[src/rtl/fetch_stage_pkg.sv]
// Shared fetch-stage types and constants.
// Imported by the IF/ID register and the fetch stage top.
package fetch_stage_pkg;

    typedef enum logic [1:0] {
        S_REQ,
        S_HOLD,
        S_DRAIN
    } fetch_state_t;

    localparam logic [31:0] NOP              = 32'h0000_0000;
    localparam logic [31:0] DEFAULT_RESET_PC = 32'h0000_0000;

    function automatic logic [31:0] word_align(input logic [31:0] a);
        return {a[31:2], 2'b00};
    endfunction

endpackage

[src/rtl/fetch_stage_if_id_reg.sv]
// IF/ID pipeline register: load a fetched word, insert a bubble, or hold.
// A bubble is the all-zero NOP with valid cleared.
module if_id_reg
    import fetch_stage_pkg::*;
(
    input  logic        clk,
    input  logic        reset,
    input  logic        load,
    input  logic        bubble,
    input  logic        hold,
    input  logic [31:0] load_instr,
    input  logic [31:0] load_pcplus4,
    output logic [31:0] instr,
    output logic [31:0] pcplus4,
    output logic        valid
);

    always_ff @(posedge clk or posedge reset) begin
        if (reset) begin
            instr   <= NOP;
            pcplus4 <= 32'h0;
            valid   <= 1'b0;
        end else if (!hold) begin
            if (load) begin
                instr   <= load_instr;
                pcplus4 <= load_pcplus4;
                valid   <= 1'b1;
            end else if (bubble) begin
                instr   <= NOP;
                pcplus4 <= 32'h0;
                valid   <= 1'b0;
            end
        end
    end

endmodule

[src/rtl/fetch_stage.sv]
// Instruction fetch stage: PC, imem ready handshake, redirects, IF/ID.
// Requests are never aborted; a redirect during a wait drains the old one.
module fetch_stage
    import fetch_stage_pkg::*;
#(
    parameter logic [31:0] RESET_PC = DEFAULT_RESET_PC
) (
    input  logic        clk,
    input  logic        reset,
    input  logic        stallF,
    input  logic        stallD,
    input  logic        redirectD,
    input  logic [31:0] redirect_pcD,
    output logic        imem_req,
    output logic [31:0] imem_addr,
    input  logic        imem_ready,
    input  logic [31:0] imem_rdata,
    output logic [31:0] instrD,
    output logic [31:0] pcplus4D,
    output logic        validD
);

    fetch_state_t state;
    logic [31:0]  pcF;
    logic [31:0]  pc4;
    logic [31:0]  hold_instr;
    logic [31:0]  tgt;
    logic         hold;
    logic         redirect;
    logic         ld;
    logic         bub;
    logic         keep;
    logic [31:0]  ld_instr;

    assign hold      = stallF | stallD;
    assign redirect  = redirectD & validD & ~stallD;
    assign pc4       = pcF + 32'd4;
    assign imem_addr = pcF;
    assign imem_req  = (state != S_HOLD) & ~reset;
    assign keep      = ~(ld | bub);

    always_comb begin
        ld       = 1'b0;
        bub      = 1'b0;
        ld_instr = imem_rdata;
        unique case (state)
            S_REQ: begin
                if (redirect) begin
                    bub = 1'b1;
                end else if (!hold) begin
                    ld  = imem_ready;
                    bub = ~imem_ready;
                end
            end
            S_HOLD: begin
                if (!hold) begin
                    ld       = ~redirect;
                    bub      = redirect;
                    ld_instr = hold_instr;
                end
            end
            S_DRAIN: bub = ~stallD;
            default: ;
        endcase
    end

    always_ff @(posedge clk or posedge reset) begin
        if (reset) begin
            state      <= S_REQ;
            pcF        <= RESET_PC;
            hold_instr <= NOP;
            tgt        <= 32'h0;
        end else begin
            unique case (state)
                S_REQ: begin
                    if (imem_ready) begin
                        if (redirect) begin
                            pcF <= word_align(redirect_pcD);
                        end else if (!hold) begin
                            pcF <= pc4;
                        end else begin
                            hold_instr <= imem_rdata;
                            state      <= S_HOLD;
                        end
                    end else if (redirect) begin
                        tgt   <= word_align(redirect_pcD);
                        state <= S_DRAIN;
                    end
                end
                S_HOLD: begin
                    if (!hold) begin
                        pcF   <= redirect ? word_align(redirect_pcD) : pc4;
                        state <= S_REQ;
                    end
                end
                S_DRAIN: begin
                    if (imem_ready) begin
                        pcF   <= tgt;
                        state <= S_REQ;
                    end
                end
                default: state <= S_REQ;
            endcase
        end
    end

    if_id_reg u_if_id (
        .clk          (clk),
        .reset        (reset),
        .load         (ld),
        .bubble       (bub),
        .hold         (keep),
        .load_instr   (ld_instr),
        .load_pcplus4 (pc4),
        .instr        (instrD),
        .pcplus4      (pcplus4D),
        .valid        (validD)
    );

endmodule

[config.mk]
export PLATFORM = sky130hd
export DESIGN_NAME = fetch_stage
export DESIGN_NICKNAME = d
export VERILOG_FILES = /design/src/rtl/fetch_stage_pkg.sv /design/src/rtl/fetch_stage_if_id_reg.sv /design/src/rtl/fetch_stage.sv
export SDC_FILE = /design/constraint.sdc
export NUM_CORES = 1
export LEC_CHECK = 0
export ABC_CLOCK_PERIOD_IN_PS = 4600
export BUFFER_PORTS_ARGS = -buffer_cell sky130_fd_sc_hd__buf_2
export CORE_UTILIZATION = 49
export CTS_CLUSTER_DIAMETER = 150
export CTS_CLUSTER_SIZE = 25
export DETAILED_ROUTE_END_ITERATION = 7
export GPL_TIMING_DRIVEN = 0
export HOLD_SLACK_MARGIN = 0.08
export PLACE_DENSITY = 0.78
export SLEW_MARGIN = 20
export SYNTH_ARGS = -nofsm -noshare
export SYNTH_HDL_FRONTEND = slang
export SYNTH_SLANG_ARGS = --single-unit
[constraint.sdc]
create_clock -name clk -period 4.6 [get_ports clk]
set_input_delay 0.69 -clock clk [delete_from_list [all_inputs] [get_ports clk]]
set_output_delay 0.69 -clock clk [all_outputs]
set_load 0.02 [all_outputs]
==> results of run 1 <==
==> metal layers <==
layer | part of all wire | GRT usage | up-vias
met5 | 0 | 0 | -
met4 | 0.039 | 0.142 | 0
met3 | 0.083 | 0.0658 | 56
met2 | 0.45 | 0.414 | 325
met1 | 0.42 | 0.377 | 3146
li1 | - | - | 2979
==> state kept, by name, indices dropped and copies added (netlist names) <==
signal and cells:
hold_instr 32, imem_addr 30, state 2, tgt 30, u_if_id.instr 32, u_if_id.pcplus4 30, u_if_id.valid 1
==> power breakdown <==
part           switching (mW)  leakage [nW]  total (mW)  internal, mW
sequential              0.445          1.96        2.36          1.91
clock                   0.572         0.325        1.60          1.03
combinational            1.10          2.09        1.85         0.742
==> placed cells by master (no fill, tap or decap), drive strengths merged, types with 3 or more instances in the layout <==
master,count
buf,190
dfrtp,157
nand2,92
o21ai,74
mux2,60
clkbuf,51
a21oi,38
mux2i,35
nand3,24
nor2,23
and3,20
xnor2,16
nand4,12
nor3,11
or3,9
inv,9
xor2,8
and4,7
a31oi,6
o2bb2ai,6
a221o,6
bufinv,6
o22ai,5
o21a,5
conb,4
nor4,4
clkinv,4
nand2b,3
nand3b,3
o22a,3
and2,3
a22o,3
a211o,3
a2bb2oi,3
o221ai,3
==> cell usage after synthesis, drive strengths merged, types with 3 or more instances <==
master and n:
o22ai 5, mux2i 35, o21ai 74, nor3 11, a31oi 6, nand2 92
o21a 5, nand2b 3, nand4 12, mux2 60, xnor2 16, a21oi 38
o2bb2ai 6, nand3b 3, a211o 3, and2 3, a221o 6, inv 9
buf 24, nor2 23, nor4 4, and3 20, or3 9, a2bb2oi 3
o22a 3, nand3 24, a22o 3, and4 7, o221ai 3, dfrtp 157
clkbuf 30, xor2 8
==> logic make-up after synthesis <==
logic type | count (synthesis) | synth area share
simple gates | 219 | 0.146
compound gates | 166 | 0.133
flops | 157 | 0.519
mux | 95 | 0.135
buf+inv | 63 | 0.0368
xor+xnor | 24 | 0.0278
fa+ha+maj | 1 | 0.00165
other cells | 1 | 0.000495
==> metrics by stage <==
step | total power, mW | util | setup WS [ns] | cells
final | 5.81 | 0.623 | 2.01 | 1116
after detailed placement | 4.20 | 0.579 | 1.94 | 1083
after global placement | 4.11 | 0.569 | 0.825 | 1077
after global routing | 6.09 | 0.623 | 1.86 | 1116
after CTS | 5.80 | 0.623 | 2.13 | 1115
after floorplan | 3.50 | - | 1.92 | 729
==> area by class of cell <==
class | instances | area, sq um
Tap cell | 188 | 235
Antenna cell | 1 | 2.50
Buffer | 54 | 245
Fill cell | 1246 | 5710
Sequential cell | 157 | 3930
Timing Repair Buffer | 166 | 951
Clock inverter | 11 | 213
Inverter | 9 | 37.5
Clock buffer | 21 | 450
Multi-Input combinational cell | 509 | 3380
==> worst max-delay path, cell delays in order (launching register included) <==
cell,delay [ns]
dfrtp_1,0.37
buf_2,0.17
nor2b_1,0.50
clkbuf_1,0.49
clkbuf_1,0.58
a21oi_1,0.10
a21oi_1,0.14
o21ai_0,0.10
==> worst paths after layout <==
path / from / end / slack [ns] / cells past startpoint
max in group asynchronous: reset / imem_addr[29]$_DFFE_PP0P_ / 3.15 / 6
setup / recovery: state[0]$_DFFE_PP0P_ / imem_addr[3]$_DFFE_PP0P_ / 2.01 / 7
hold reg to reg: u_if_id.instr[13]$_DFFE_PP0P_ / u_if_id.instr[13]$_DFFE_PP0P_ / 0.47 / 2
hold / removal: reset / u_if_id.instr[27]$_DFFE_PP0P_ / 0.33 / 2
setup reg to reg: state[0]$_DFFE_PP0P_ / imem_addr[3]$_DFFE_PP0P_ / 2.01 / 7
min in group clk: u_if_id.instr[13]$_DFFE_PP0P_ / u_if_id.instr[13]$_DFFE_PP0P_ / 0.47 / 2
==> metrics.cfg, run 1 <==
[synth]
yosys.area.top_type=dfrtp_1
synth_top_flop_cell=dfrtp_1
synth_top_cell_area_share=0.519
synth_area_leaders=dfrtp_1 (52%), mux2_2 (6.5%), mux2i_1 (4.6%)
netlist_instances=726
avgSynthCellArea_sq_um=10.4
async_flop_share=1.00
yosysSeqAreaShare=0.519
yosysUniqueCellTypes=59
synth_warnings=0
ys_ff_latch=157
netlist_area_sq_um=7570
synth-edff-count=0

[global_route]
grtUsageTotal=0.277
grt_max_degree=30
overflow=0
antenna_found_initial=1
grt_pass1_wl_mm=33.7
grt_pass1_vias=6346

[sta]
report.final.slew_viol_count=0
rsz0062_at_grt=no
setup_viol=0
hold_slack_ns=0.327
hold_viol=0
period_share=0.564
fin_tns_setup_ns=0
tightest_slew_ns=1.03
finalCriticalPeriod_ns=2.59
fin_worst_skew_ns=0.00763
fmaxAchievable_ghz=0.386
slew-limit-headroom=0.303

[drt]
wl_mm=21.5
drt_pass1_iterations=5
via_count=6506
drc=0
drtIter0Drc=656
ant_nets=0
drt-wirelength-per-cell_microns=19.3
viasPerCell=5.83

[clock_tree]
post_cts_buffers=0
tritoncts=done
insertion_delay_ns=0.43
cts_buffers=17
ctsHtreeMaxLevel=4
cts_hold_buf=0
clk_pin_slew_ns=0.07
cts_buffer_depth=2
clkSinkCount=157
ctsResizeCount=0
cts_root_buf=clkbuf_16

[worst_setup_path]
cp_data_arrival_time_ns=2.88
required_ns=4.89
cp-end-kind=flop
path_max_fanout=10
criticalPathCategory=reg2reg
critPathLaunchType=flop

[floorplan]
dieArea_sq_um=16000
start_util=0.500
io_pins=168
die_w_microns=126
die_y_microns=126
rows=45
coreArea_sq_um=15100

[cells_and_area]
final_area_sq_um=9440
layout.nets=985
area_delta_synth_final_pct=24.6
drive_gt1_frac=0.293

[pwr]
power.density_nw_per_um2=615
p_leak_nw=4.38
worst_ir_drop_vdd_uv=288

[run]
maxCapViolations=0

[worst_hold_path]
hold_class=in2async

[place]
dp_hpwl_mm=15.4
place.gp.congestion=0.903
io_buffers=160
placed_area_sq_um=8770

[outcome]
run_status=completed

Power figures use the tool's default switching activity.
==> run 2: changes to the inputs <==
Settings changed: ABC_CLOCK_PERIOD_IN_PS 4600 to 2600, CORE_UTILIZATION 49 to 55, PLACE_DENSITY 0.78 to 0.83.
Clock period 4.6 ns to 2.6 ns, I/O delays scaled along.
==> metrics.cfg, run 2 (synthesized netlist as in run 1, its figures left out) <==
[outcome]
run_status=completed

[cells_and_area]
layout.nets=986
final_area_sq_um=9310
diodes=0
drive_gt1_frac=0.292
area_delta_synth_final_pct=22.9
fill_cells=1071
final_common_cell=buf_2
reg_top3=hold_instr (32), u_if_id.instr (32)
finalNonFillerCells=1104
mostFrequentLayoutCells=buf_2 (176), dfrtp_1 (157), nand2_1 (92)

[clock_tree]
clkSinkCount=157
clk_pin_slew_ns=0.06
insertion_delay_ns=0.42
ctsHtreeMaxLevel=4
cts_root_buf=clkbuf_16
cts_buffers=17
tritoncts=done
cts_buffer_depth=2

[pwr]
power_mw=9.79
p_leak_nw=4.31
worst_ir_drop_vdd_uv=588
power.density_nw_per_um2=1050

[worst_setup_path]
critPathLaunchType=flop
cp_data_arrival_time_ns=2.78
path_max_fanout=10
criticalPathCategory=reg2reg
crit_chain=clkbuf_1 > nand3_1 > nor3_1 > xnor2_1 > a21oi_1 > a221o_1
required_ns=2.90
max_stage_delay_ns=0.52
cp-end-kind=flop
crit_slowest_cell=nor3_1

[run]
maxCapViolations=0

[place]
io_buffers=160
dp_hpwl_mm=15.2
place.gp.congestion=0.920
post-place-cells=1071
placed_area_sq_um=8750

[sta]
period_share=0.951
rsz0062_at_grt=no
finalCriticalPeriod_ns=2.47
setup_viol=0
slew-limit-headroom=0.340
tightest_slew_ns=0.976
fmaxAchievable_ghz=0.404
fin_worst_skew_ns=0.00662
hold_viol=0
report.final.slew_viol_count=0
fin_tns_setup_ns=0

[floorplan]
rows=42
start_util=0.567
die_y_microns=119
die_w_microns=119
dieArea_sq_um=14200
io_pins=168
coreArea_sq_um=13300

[drt]
ant_nets=0
drt-wirelength-per-cell_microns=19.4
viasPerCell=6.03
drt_pass1_iterations=5
via_count=6661
drc=0
drtIter0Drc=650
wl_mm=21.4

[global_route]
grt_max_degree=36
grt_pass1_vias=6519
grt_pass1_wl_mm=34.3
grtUsageTotal=0.317
antenna_found_initial=0
overflow=0

[worst_hold_path]
hold_class=in2reg

-- run 2: cell count changes in the layout (fill, tap and decap cells not counted), sizes merged --
cell,previous run,this run
diode,1,0
clkbuf,51,53
dlygate4sd3,0,1
bufinv,6,1
clkinvlp,1,4
-- run 2: critical path: cells and delay by family (launching register included) --
family | cells | cell delay [ns]
DFF | 1 | 0.36
and+or+nand+nor | 2 | 0.89
buffers and inverters | 1 | 0.43
AOI/OAI and AO/OA | 2 | 0.47
xor gates and xnor gates | 1 | 0.21
-- run 2: worst paths after layout --
kind                                                 start                              end  slack (ns)  depth (start not counted)
max                               imem_addr[4]$_DFFE_PP0P_        imem_addr[11]$_DFFE_PP0P_        0.13                          6
min                                          imem_rdata[9]        hold_instr[9]$_DFFE_PP0P_        0.19                          2
max reg2reg                       imem_addr[4]$_DFFE_PP0P_        imem_addr[11]$_DFFE_PP0P_        0.13                          6
min reg2reg                u_if_id.pcplus4[19]$_DFFE_PP0P_  u_if_id.pcplus4[19]$_DFFE_PP0P_        0.47                          2
max in group asynchronous                            reset               tgt[6]$_DFFE_PP0P_        1.33                          5
min in group asynchronous                            reset    u_if_id.instr[17]$_DFFE_PP0P_        0.57                          3
-- run 2: routing by layer --
layer / vias to the layer above / GRT usage / wire length [microns]
met1: 3223 / 0.408 / 8630
li1: 2985 / - / -
met4: 0 / 0.197 / 1090
met2: 368 / 0.481 / 9840
met3: 85 / 0.0781 / 1810
met5: - / 0 / 0
-- run 2: area by class of cell --
| class | instances | area, sq um | share of cell area |
|---|---|---|---|
| flip-flops and latches | 157 | 3930 | 0.422 |
| multi-input cells | 509 | 3380 | 0.363 |
| repair buffers | 167 | 953 | 0.102 |
| clock buffers | 23 | 458 | 0.0492 |
| plain buffers | 54 | 246 | 0.0265 |
| well taps | 176 | 220 | 0.0237 |
| clock inverters | 9 | 88.8 | 0.00954 |
| inverters | 9 | 37.5 | 0.00403 |
-- run 2: per-stage QoR --
stage / worst slack [ns] / hold WS (ns) / utilization
final: 0.127 / 0.190 / 0.698
after global routing: 0.0433 / 0.189 / 0.698
after CTS: 0.158 / 0.181 / 0.697
after detailed placement: 0.154 / 0.434 / 0.656
after global placement: -0.764 / 0.458 / 0.645
after floorplan: 0.223 / 0.450 / -
-- run 2: power breakdown --
part	switching, mW	leakage (nW)	internal (mW)
registers	0.811	1.96	3.39
clock network	0.980	0.258	1.34
logic	1.96	2.10	1.31
total	3.75	4.31	6.05
-- run 2: repair_timing --
action,CTS,global route
hold buffers,1,0
endpoints found under the hold margin,15,0
gates resized for setup,0,2
setup endpoints to repair,0,2
buffers inserted,0,0
